`src/rtl/swan128_theta_round_stage.sv`:
```
// swan128_theta_round_stage
//
// Round-combine stage that sits directly after the 64-bit half-block S-box
// layer of the SWAN128 datapath. It applies the rotate-XOR diffusion
//   theta(x) = x ^ rotl(x,ROT_A) ^ rotl(x,ROT_B)
// to the S-box output, XORs in the left half and the round key, and performs
// the Feistel swap:
//   out_l = in_r
//   out_r = in_l ^ theta(in_beta) ^ in_rk
// The result is computed combinationally and stored in a 2-entry FIFO. Each
// entry is tagged with the round index taken from an internal round counter.
//
// Bit ordering: vectors are [0:SIDE_SIZE-1] with bit 0 as the MSB, so
// rotl(x,n)[i] = x[(i+n) mod SIDE_SIZE] is an ordinary left rotate.
//
// Optional feature: macro SWAN_ROUND_PARITY_EN adds out_par[0:1]
// (out_par[0] = XOR-reduce of out_l, out_par[1] = XOR-reduce of out_r),
// computed at push time and stored with the entry.
//
// Ports:
//   clk, rst          clock (rising edge), async active-high reset
//   flush             synchronous clear of FIFO and round counter
//   in_valid/in_ready input handshake; in_ready is a register
//   in_first          beat is round 0 of a new block
//   in_beta, in_l, in_r, in_rk   S-box output, left half, right half, round key
//   out_valid/out_ready          output handshake
//   out_l, out_r      new halves of the head entry
//   out_round         round index of the head entry
//   out_last          head entry is round ROUNDS-1
//   out_par           (SWAN_ROUND_PARITY_EN only) stored parity of head entry
//
// Handshake: a beat moves on a side when valid && ready are both high at a
// rising clock edge. Valid never depends on ready. in_ready is registered
// (count_d != 2), so out_ready has no combinational path to in_ready.
// Flush has priority over both push and pop; a push in a flush cycle is lost.

module swan128_theta_round_stage #(
  parameter int SIDE_SIZE = 64,
  parameter int ROT_A     = 8,
  parameter int ROT_B     = 25,
  parameter int ROUNDS    = 64,
  parameter int CNT_W     = 8
) (
  input  logic                 clk,
  input  logic                 rst,
  input  logic                 flush,
  input  logic                 in_valid,
  output logic                 in_ready,
  input  logic                 in_first,
  input  logic [0:SIDE_SIZE-1] in_beta,
  input  logic [0:SIDE_SIZE-1] in_l,
  input  logic [0:SIDE_SIZE-1] in_r,
  input  logic [0:SIDE_SIZE-1] in_rk,
  output logic                 out_valid,
  input  logic                 out_ready,
  output logic [0:SIDE_SIZE-1] out_l,
  output logic [0:SIDE_SIZE-1] out_r,
  output logic [CNT_W-1:0]     out_round,
`ifdef SWAN_ROUND_PARITY_EN
  output logic [0:1]           out_par,
`endif
  output logic                 out_last
);

  localparam logic [CNT_W-1:0] LAST_RND = CNT_W'(ROUNDS - 1);

  typedef struct packed {
    logic [0:SIDE_SIZE-1] l;
    logic [0:SIDE_SIZE-1] r;
    logic [CNT_W-1:0]     rnd;
`ifdef SWAN_ROUND_PARITY_EN
    logic [0:1]           par;
`endif
  } entry_t;

  // Left shift moves bits toward index 0 (the MSB), giving y[i] = x[i+n].
  function automatic logic [0:SIDE_SIZE-1] rotl(input logic [0:SIDE_SIZE-1] x,
                                                input int unsigned n);
    rotl = (x << n) | (x >> (SIDE_SIZE - n));
  endfunction

  function automatic logic [0:SIDE_SIZE-1] theta(input logic [0:SIDE_SIZE-1] x);
    theta = x ^ rotl(x, ROT_A) ^ rotl(x, ROT_B);
  endfunction

  entry_t           head_q, head_d;
  entry_t           tail_q, tail_d;
  logic [1:0]       count_q, count_d;
  logic [CNT_W-1:0] rcnt_q, rcnt_d;
  logic             in_ready_q, in_ready_d;

  logic             push, pop;
  entry_t           new_e;

  assign out_valid = (count_q != 2'd0);
  assign in_ready  = in_ready_q;
  assign push      = in_valid && in_ready_q;
  assign pop       = out_valid && out_ready;

  assign out_l     = head_q.l;
  assign out_r     = head_q.r;
  assign out_round = head_q.rnd;
  assign out_last  = (head_q.rnd == LAST_RND);
`ifdef SWAN_ROUND_PARITY_EN
  assign out_par   = head_q.par;
`endif

  // Incoming entry: combined halves plus round tag (and parity if enabled).
  always_comb begin
    new_e     = '0;
    new_e.l   = in_r;
    new_e.r   = in_l ^ theta(in_beta) ^ in_rk;
    new_e.rnd = in_first ? '0 : rcnt_q;
`ifdef SWAN_ROUND_PARITY_EN
    new_e.par = {^new_e.l, ^new_e.r};
`endif
  end

  always_comb begin
    head_d  = head_q;
    tail_d  = tail_q;
    count_d = count_q;
    rcnt_d  = rcnt_q;

    if (flush) begin
      // Same visible result as reset; the stale tail is never exposed.
      head_d  = '0;
      count_d = 2'd0;
      rcnt_d  = '0;
    end else begin
      if (push) begin
        if (in_first)                rcnt_d = CNT_W'(1);
        else if (rcnt_q == LAST_RND) rcnt_d = '0;
        else                         rcnt_d = rcnt_q + CNT_W'(1);
      end

      unique case (count_q)
        2'd0: begin
          if (push) begin
            head_d  = new_e;
            count_d = 2'd1;
          end
        end
        2'd1: begin
          if (push && pop) begin
            // Head leaves and the new beat takes its place: no bubble.
            head_d = new_e;
          end else if (push) begin
            tail_d  = new_e;
            count_d = 2'd2;
          end else if (pop) begin
            count_d = 2'd0;
          end
        end
        2'd2: begin
          // in_ready is low here, so push cannot occur.
          if (pop) begin
            head_d  = tail_q;
            count_d = 2'd1;
          end
        end
        default: count_d = 2'd0;
      endcase
    end

    in_ready_d = (count_d != 2'd2);
  end

  always_ff @(posedge clk or posedge rst) begin
    if (rst) begin
      head_q     <= '0;
      tail_q     <= '0;
      count_q    <= 2'd0;
      rcnt_q     <= '0;
      in_ready_q <= 1'b1;
    end else begin
      head_q     <= head_d;
      tail_q     <= tail_d;
      count_q    <= count_d;
      rcnt_q     <= rcnt_d;
      in_ready_q <= in_ready_d;
    end
  end

endmodule

```
`config.mk`:
```
export PLATFORM = sky130hd
export DESIGN_NAME = swan128_theta_round_stage
export DESIGN_NICKNAME = d
export VERILOG_FILES = /design/src/rtl/swan128_theta_round_stage.sv
export SDC_FILE = /design/constraint.sdc
export NUM_CORES = 1
export LEC_CHECK = 0
export CAP_MARGIN = 20
export CORE_MARGIN = 4
export CORE_UTILIZATION = 44
export DETAILED_ROUTE_END_ITERATION = 12
export MAX_ROUTING_LAYER = met4
export PLACE_DENSITY = 0.74
export SYNTH_ARGS = -nofsm -noshare
export SYNTH_HDL_FRONTEND = slang
export SYNTH_SLANG_ARGS = --single-unit
export TNS_END_PERCENT = 10
```
`constraint.sdc`:
```
create_clock -name clk -period 10.4 [get_ports clk]
set_input_delay 3.12 -clock clk [delete_from_list [all_inputs] [get_ports clk]]
set_output_delay 3.12 -clock clk [all_outputs]
set_load 0.01 [all_outputs]
```
==> results of run 1 <==
-- flip-flops by register name, indices dropped and copies added (netlist names) --
signal / cells
count_q: 2
out_l: 64
out_round: 8
rcnt_q: 8
in_ready: 1
out_r: 64
tail_q: 136
-- area by class of cell --
type | instances | area, sq um | area share [%]
multi-input combinational | 812 | 7370 | 36.5
sequential | 283 | 7080 | 35.0
timing repair buffer | 411 | 4110 | 20.3
clock buffer | 42 | 887 | 4.39
tap | 442 | 553 | 2.74
clock inverter | 15 | 208 | 1.03
inverter | 2 | 11.3 | 0.0557
-- cells by family (layout without fill, tap and decap cells) --
group,count (synthesis),in the layout,share of synthesized area [%]
AO/OA/AOI/OAI,162,162,6.80
XOR/XNOR,198,198,17.7
adder cells (fa/ha/maj),1,1,0.0846
buffers and inverters,74,470,2.45
flip-flops,283,283,47.9
multiplexers,256,256,19.5
AND/OR/NAND/NOR,195,195,5.53
-- metal layers --
metal	part of all wire [%]	track usage [%]	vias up
met5	0	-	-
met4	2.7	5.69	0
met3	6.9	4.62	56
met2	50	39.7	363
met1	40	28.9	5243
li1	-	-	4834
-- per-stage QoR --
step                util [%]  total power [mW]  cells  setup WS, ps
finish                  61.5              3.58   2007          5120
global placement        58.2              2.40   1950          4670
global route            61.5              3.75   2007          5070
CTS                     61.5              3.62   2007          5180
floorplan                  -              2.01   1169          3530
detailed placement      58.2              2.43   1950          4590
-- synthesized netlist by cell type (all sizes together) (16+ instances only) --
| cell type | number | area (sq um) |
|---|---|---|
| clkbuf | 24 | 90.1 |
| xnor2 | 68 | 596 |
| mux2i | 128 | 1280 |
| mux2 | 128 | 1610 |
| xor2 | 66 | 578 |
| o31ai | 72 | 541 |
| o21ai | 72 | 360 |
| nand2 | 149 | 562 |
| buf | 48 | 264 |
| xnor3 | 64 | 1440 |
| nor2 | 16 | 60.1 |
| dfrtp | 282 | 7060 |
-- placed cells by master, fill, tap and decap left out, types with 2 or more instances in the layout --
master	n
clkdlybuf4s50_1	399
dfrtp_1	282
nand2_1	148
mux2i_1	128
mux2_2	84
o31ai_1	72
o21ai_0	72
xnor2_1	68
xor2_1	66
xnor3_1	64
mux2_4	44
clkbuf_16	31
nor2_1	16
a21oi_1	13
nand2b_1	10
buf_4	9
clkinv_2	8
clkbuf_8	7
bufinv_16	5
clkbuf_1	4
nor3_1	3
or2_2	2
nand4_1	2
nor3b_1	2
buf_12	2
-- final timing paths --
path	startpoint	endpoint	slack, ps
min in group asynchronous	rst	tail_q[49]	3110
min reg2reg	out_l[21]	out_l[21]	470
max	out_ready	tail_q[42]	5120
max reg2reg	in_ready	tail_q[42]	7890
max in group asynchronous	rst	out_r[59]	5850
min	out_l[21]	out_l[21]	470
-- power by group --
| part | internal [mW] | switching (mW) |
|---|---|---|
| Clock | 0.718 | 0.455 |
| Sequential | 1.36 | 0.140 |
| Combinational | 0.544 | 0.366 |
-- worst min-delay path, delay by kind of cell (launching register included) --
kind	cells	cell delay [ps]
DFF	1	340
and+or+nand+nor	1	50
AOI/OAI and AO/OA	1	50
==> run summary, run 1 <==
Status = completed
Clk pin slew, worst setup/hold paths = 60 ps
Crit path largest cell delay = 770 ps
Total number of vias = 10496
Clk Latency, worst-skew pair = 560 ps
Syn Std Cell Area = 14800 sq um
Vias per cell = 5.23
Synthesized flop and latch total = 283
Dpl hpwl = 31100 um
Slew HR = 34.6%
Rows = 66
Syn. warnings = 0
Final Max Tran Viols = 0
Gr ovfl total = 0
Startpoint types = primary input
Final hold vios = 0
Asr flop ratio synth = 100%
Die area = 36600 sq um
Initial antenna violation count = 0
Post-route design area = 20200 sq um
Crit Path Class = primary input to flip-flop
Fmax = 190 MHz
Worst setup EP type = flip-flop
GP Congestion = 0.841
Maximum number of pins on one net before global-route repair = 209
Std-Cell Core Area = 32900 sq um
Area after DPL = 19100 sq um
Clk sinks = 283
H-Tree Level Count = 1
Sequential fraction of the synthesis area = 47.9%
Worst vdd ir = 0.117 mV
Cts hold-fix bufs = 0
Post-route minimum period = 5280 ps
Share of layout cells above drive strength 1 = 12.9%
Pwr per Cell Area = 177 nW/um^2
Period utilisation layout = 50.7%
Final #Nets = 1804
Drt drc = 0
Cells after Synth = 1169
First-pass GRT wire length = 64600 um
Area grow syn2layout = 36.8%
Critical Path RT = 10840 ps
RSZ-0062 raised after global routing = no
Io pins = 401
Detailed Route WL = 43200 um
Bufs on Longest Clock Path = 3
Worst reg2reg path depth = 4
CP top delay family = buffers and inverters
First-iteration detailed-routing DRC count = 494
Yosys cell types = 39
Tightest Pin Transition = 981 ps
Setup TNS = 0 ps
Root Buffer = clkbuf_16
Max-Cap Viols = 0
Post-synth EDFFs = 0
Worst Hold Class = flip-flop to flip-flop
Crit path buffers/inverters = 2
Worst path slowest cell = buf_4
Synth Area per Inst = 12.6 sq um
WHS Path Cells = 2
Ant diodes = 0
Crit-path cells = clkdlybuf4s50_1 > nand2b_1 > or4_4 > buf_4 > mux2_2
Die extent in y = 191 um
I/O Buffers = 400
Net Count, Synth = 1432
CTS tree = built
Total CTS buffers = 31
ANT nets after route = 0
Top_reg_cell synth = dfrtp_1
Starting Density = 45.0%
Vias in the first global route = 11045
Post-CTS setup buffer count = 0
Final setup vio count = 0
CTS resizes = 0
Pleak = 9.70 nW
Drt first pass iters = 5
Die width = 191 um
Final hold slack = 473 ps
Critical path depth in cells = 5
CP max FO = 59
Worst EP arrival = 5710 ps
Worst clock skew = 7.22 ps
Routed WL per cell = 21.5 um
GR Util All Layers = 23.3%
Fillers = 2665
(Power assumes the default switching activity.)
==> inputs of run 2 (changes only) <==
clock period = 4.47 ns   (was 10.4 ns; I/O delays follow)
==> run 2 against run 1 <==
Non-clock buffer count increased by 9. Die area unchanged. Worst setup slack got worse by 3900 ps. Register-to-register slack got worse by 5900 ps. Sequential share of layout area decreased by 0.32 points. Sequential power increased by 130%. Clock power increased by 140%. Core utilization increased by 0.56 points. Routed wire length decreased by 0.28%. Total power increased by 130%. Critical path depth increased by 1. Count of clock-buffer cells in the layout increased by 10. Critical path type unchanged. Highest routed layer unchanged.
==> run summary, run 2 (synthesis results as in run 1) <==
Status = completed
Drt drc = 0 (unchanged)
H-Tree Level Count = 2 (+1)
Pwr per Cell Area = 411 nW/um^2 (+130%)
Die width = 191 um (unchanged)
Worst r2r src = count_q[1]
Final WS setup = 1220 ps (-3900 ps)
WHS Path Cells = 2 (unchanged)
Period utilisation layout = 72.6%
Share of layout cells above drive strength 1 = 13.4% (+0.46 points)
Worst EP arrival = 3630 ps (-2080 ps)
Total CTS buffers = 34 (+9.7%)
Max-Cap Viols = 0 (unchanged)
Area after DPL = 19300 sq um (+0.75%)
Routed WL per cell = 21.3 um (-0.97%)
Maximum number of pins on one net before global-route repair = 209 (unchanged)
Register-to-register setup slack = 1990 ps (-5900 ps)
Root Buffer = clkbuf_16
Drt first pass iters = 4 (-1)
Area grow syn2layout = 38.0%
Final hold vios = 0 (unchanged)
Die area = 36600 sq um (unchanged)
Final hold slack = 472 ps (-0.400 ps)
Post-route design area = 20400 sq um (+0.92%)
Final #Nets = 1816 (+0.67%)
Bufs on Longest Clock Path = 3 (unchanged)
Biggest register = tail_q
Final setup vio count = 0 (unchanged)
CTS tree = built
Post-route minimum period = 3250 ps
Setup TNS = 0 ps (unchanged)
Max FFs per register = 136 (unchanged)
Starting Density = 45.0% (unchanged)
GP Congestion = 0.860 (+2.3%)
Dpl ws = 780 ps (-3810 ps)
Std-Cell Core Area = 32900 sq um (unchanged)
Reg-to-reg endpoint = out_l[36]
Fmax = 308 MHz
Worst vdd ir = 0.213 mV (+83%)
Initial antenna violation count = 1 (+1)
Detailed Route WL = 43000 um (-0.28%)
Rows = 66 (unchanged)
I/O Buffers = 400 (unchanged)
Total number of vias = 10410 (-0.82%)
GR Util All Layers = 23.4% (+0.069 points)
Worst setup EP type = flip-flop
CTS resizes = 0 (unchanged)
Commonest non-fill, non-tap cells in the layout = clkdlybuf4s50_1 (399), dfrtp_1 (282), nand2_1 (148)
ANT nets after route = 0 (unchanged)
Gr ovfl total = 0 (unchanged)
Vias per cell = 5.15 (-1.5%)
Critical Path RT = 4850 ps (-5990 ps)
Worst reg2reg path depth = 6 (+2)
Hold path endpoint = out_l[50]
Cts hold-fix bufs = 0 (unchanged)
Worst Hold Class = flip-flop to flip-flop
Pleak = 9.78 nW (+0.90%)
Post-CTS setup buffer count = 0 (unchanged)
Slew HR = 32.4% (-2.2 points)
Startpoint types = primary input
Final Max Tran Viols = 0 (unchanged)
First-pass GRT wire length = 64300 um (-0.51%)
Dpl hpwl = 31700 um (+1.9%)
First-iteration detailed-routing DRC count = 506 (+2.4%)
Clk pin slew, worst setup/hold paths = 60 ps (about the same)
Crit Path Class = primary input to flip-flop
Io pins = 401 (unchanged)
Most common cell after layout, fill and taps aside = clkdlybuf4s50_1
Worst clock skew = 10.9 ps (+3.70 ps)
RSZ-0062 raised after global routing = no
CP max FO = 208 (+250%)
Vias in the first global route = 10956 (-0.81%)
Die extent in y = 191 um (unchanged)
Clk sinks = 283 (unchanged)
Clk Latency, worst-skew pair = 500 ps (-60 ps)
Worst hold path startpoint = out_l[50]
Tightest Pin Transition = 1010 ps (+32.9 ps)
## run 2: cell count changes in the layout (fill, tap and decap cells not counted), moves of 2 or more
cell / delta
buf_12: +6
clkbuf_16: +4
clkbuf_1: +4
clkinv_2: -4
clkbuf_8: +2
buf_4: +3
bufinv_16: -3
## run 2: area by class of cell
type / instances / area [sq um]
tap: 442 / 553
multi-input combinational: 812 / 7370
clock buffer: 52 / 1030
clock inverter: 9 / 105
timing repair buffer: 420 / 4250
inverter: 2 / 11.3
antenna: 1 / 2.50
fill: 2649 / 12500
sequential: 283 / 7080
## run 2: per-layer routing
metal  up-vias  global-route usage, %  part of all wire, %
li1       4865                      -                    -
met1      5120                   28.4                   40
met2       364                   39.5                   49
met3        61                   5.95                  7.7
met4         0                   5.91                  2.9
met5         -                      -                    0
## run 2: stage by stage
step / power, mW / utilization [%] / instances
6_report: 8.39 / 62.1 / 2021
5_1_grt: 8.79 / 62.1 / 2021
4_1_cts: 8.47 / 62.1 / 2020
3_5_place_dp: 5.67 / 58.6 / 1959
3_3_place_gp: 5.59 / 58.6 / 1959
2_1_floorplan: 4.69 / - / 1169
## run 2: how the worst max path moves through the flow
stage                   start  cells after the start  slack (ps)          to
detailed placement  out_ready                      6         780   out_l[36]
floorplan                 rst                      1        -620  count_q[0]
finish              out_ready                      6        1220   out_l[36]
global placement    out_ready                      5         900  tail_q[96]
CTS                 out_ready                      6        1300   out_l[36]
global route        out_ready                      6        1110   out_l[36]
## run 2: critical path: stages
cell	delay, ps
clkdlybuf4s50_1	490
nand2b_1	270
a221oi_4	400
buf_12	630
nand2_1	160
o31ai_1	110
## run 2: power breakdown
group	leakage, nW	switching, mW	internal, mW	total (mW)
clock network	0.558	1.06	1.71	2.76
logic	5.61	0.859	1.27	2.13
registers	3.61	0.321	3.17	3.49
total	9.78	2.24	6.15	8.39
==> inputs of run 3 (changes only) <==
clock period = 2.7 ns   (was 4.47 ns; I/O delays follow)
==> run 3 against run 2 <==
Via count is 0.79% higher. Sequential share of layout area is 0.21 points lower. Critical path depth fell by 4. Total power is 61% higher. Count of clock-buffer cells in the layout increased by 1. Die area unchanged. Worst setup slack worse by 1100 ps. Core utilization increased by 0.38 points. Largest cell class unchanged.
==> run summary, run 3 (synthesis results as in run 1) <==
Final total power = 13.5 mW (+61%)
Worst clock skew = 8.34 ps (-2.58 ps)
H-Tree Level Count = 1 (-1)
Starting Density = 45.0% (unchanged)
GR Util All Layers = 23.3% (-0.12 points)
Period utilisation layout = 97.1%
Dpl hpwl = 32300 um (+2.1%)
Worst setup EP type = output pin
Area occupied by multi-input gates = 7370 sq um (unchanged)
I/O Buffers = 400 (unchanged)
Die width = 191 um (unchanged)
Detailed Route WL = 43000 um (-0.21%)
Clk pin slew, worst setup/hold paths = 60 ps (about the same)
Gr ovfl total = 0 (unchanged)
Die area = 36600 sq um (unchanged)
Startpoint types = flip-flop
Post-route minimum period = 2620 ps
Total CTS buffers = 31 (-8.8%)
Rows = 66 (unchanged)
Worst Hold Class = flip-flop to flip-flop
Area after DPL = 19500 sq um (+1.4%)
First-iteration detailed-routing DRC count = 577 (+14%)
Worst vdd ir = 0.465 mV (+120%)
Cts hold-fix bufs = 0 (unchanged)
Pleak = 9.85 nW (+0.72%)
Final setup vio count = 0 (unchanged)
Vias in the first global route = 10923 (-0.30%)
CP max FO = 6 (-97%)
Crit Path Class = flip-flop to output pin
Drt drc = 0 (unchanged)
Dpl ws = -25.1 ps (-805 ps)
Share of layout cells above drive strength 1 = 13.9% (+0.50 points)
Maximum number of pins on one net before global-route repair = 78 (-63%)
Clk Latency, worst-skew pair = 550 ps (+50 ps)
Die extent in y = 191 um (unchanged)
Reg area = 7080 sq um (unchanged)
Max FFs per register = 136 (unchanged)
GP Congestion = 0.849 (-1.2%)
Max-Cap Viols = 0 (unchanged)
Initial antenna violation count = 0 (-1)
Worst EP arrival = 1810 ps (-1820 ps)
Pwr per Cell Area = 658 nW/um^2 (+60%)
Area grow syn2layout = 38.9%
Final Max Tran Viols = 0 (unchanged)
CTS tree = built
Bufs on Longest Clock Path = 3 (unchanged)
Final #Nets = 1831 (+0.83%)
Routed WL per cell = 21.1 um (-0.90%)
Final WS setup = 77.7 ps (-1150 ps)
Vias per cell = 5.16 (about the same)
Ant diodes = 0 (-1)
ANT nets after route = 0 (unchanged)
Status = completed
First-pass GRT wire length = 64100 um (-0.33%)
Io pins = 401 (unchanged)
Clk sinks = 283 (unchanged)
Most common cell after layout, fill and taps aside = clkdlybuf4s50_1
Biggest register = tail_q
Critical Path RT = 1890 ps (-2960 ps)
Total number of vias = 10492 (+0.79%)
RSZ-0062 raised after global routing = no
Commonest non-fill, non-tap cells in the layout = clkdlybuf4s50_1 (398), dfrtp_1 (282), nand2_1 (148)
Post-route design area = 20500 sq um (+0.61%)
Tightest Pin Transition = 643 ps (-371 ps)
Root Buffer = clkbuf_16
Final hold vios = 0 (unchanged)
Std-Cell Core Area = 32900 sq um (unchanged)
Fmax = 381 MHz
Fillers = 2603 (-1.7%)
Slew HR = 57.2% (+25 points)
Drt first pass iters = 5 (+1)
[run 3: what timing repair did]
| item | CTS | global route |
|---|---|---|
| endpoints found under the setup margin | 1 | 0 |
| setup buffers | 0 | 0 |
| endpoints found under the hold margin | 0 | 0 |
| resized for setup | 1 | 0 |
[run 3: area by class of cell]
| type | count | share of cell area (%) |
|---|---|---|
| clock inverter | 5 | 0.262 |
| multi-input combinational | 812 | 35.9 |
| inverter | 2 | 0.0549 |
| clock buffer | 53 | 4.62 |
| timing repair buffer | 438 | 22.0 |
| tap | 442 | 2.69 |
| sequential | 283 | 34.5 |
[run 3: path summary, 6_finish.rpt]
path	start	end	slack, ps	cells after the start
worst max-delay path	count_q[1]	out_valid	80	2
worst min-delay path	out_l[34]	out_l[34]	470	2
worst max register to register	in_ready	tail_q[98]	730	4
worst min register to register	out_l[34]	out_l[34]	470	2
max in group asynchronous	rst	in_ready	1380	4
min in group asynchronous	rst	tail_q[49]	600	2
[run 3: report_power, final]
group | total (mW) | internal, mW | switching [mW]
Clock | 4.15 | 2.46 | 1.69
Sequential | 5.78 | 5.24 | 0.539
Combinational | 3.57 | 2.15 | 1.42
[run 3: stage by stage]
stage,utilization [%],setup TNS (ps),std cells,hold WS [ps]
6_report,62.5,0,2035,475
5_1_grt,62.5,0,2035,496
4_1_cts,62.5,0,2035,479
3_5_place_dp,59.4,-276,1977,465
3_3_place_gp,59.4,-393,1977,459
2_1_floorplan,-,-524940,1169,450
[run 3: metal layers]
| layer | GRT usage, % | part of all wire (%) | vias to the layer above |
|---|---|---|---|
| li1 | - | - | 4893 |
| met1 | 28.6 | 40 | 5168 |
| met2 | 38.9 | 49 | 369 |
| met3 | 5.39 | 7.5 | 62 |
| met4 | 6.49 | 3.3 | 0 |
| met5 | - | 0 | - |
[run 3: critical path, cell delays in order, from the launching register on]
cell and delay (ps):
dfrtp_1 450, or2_2 330, clkdlybuf4s50_1 480
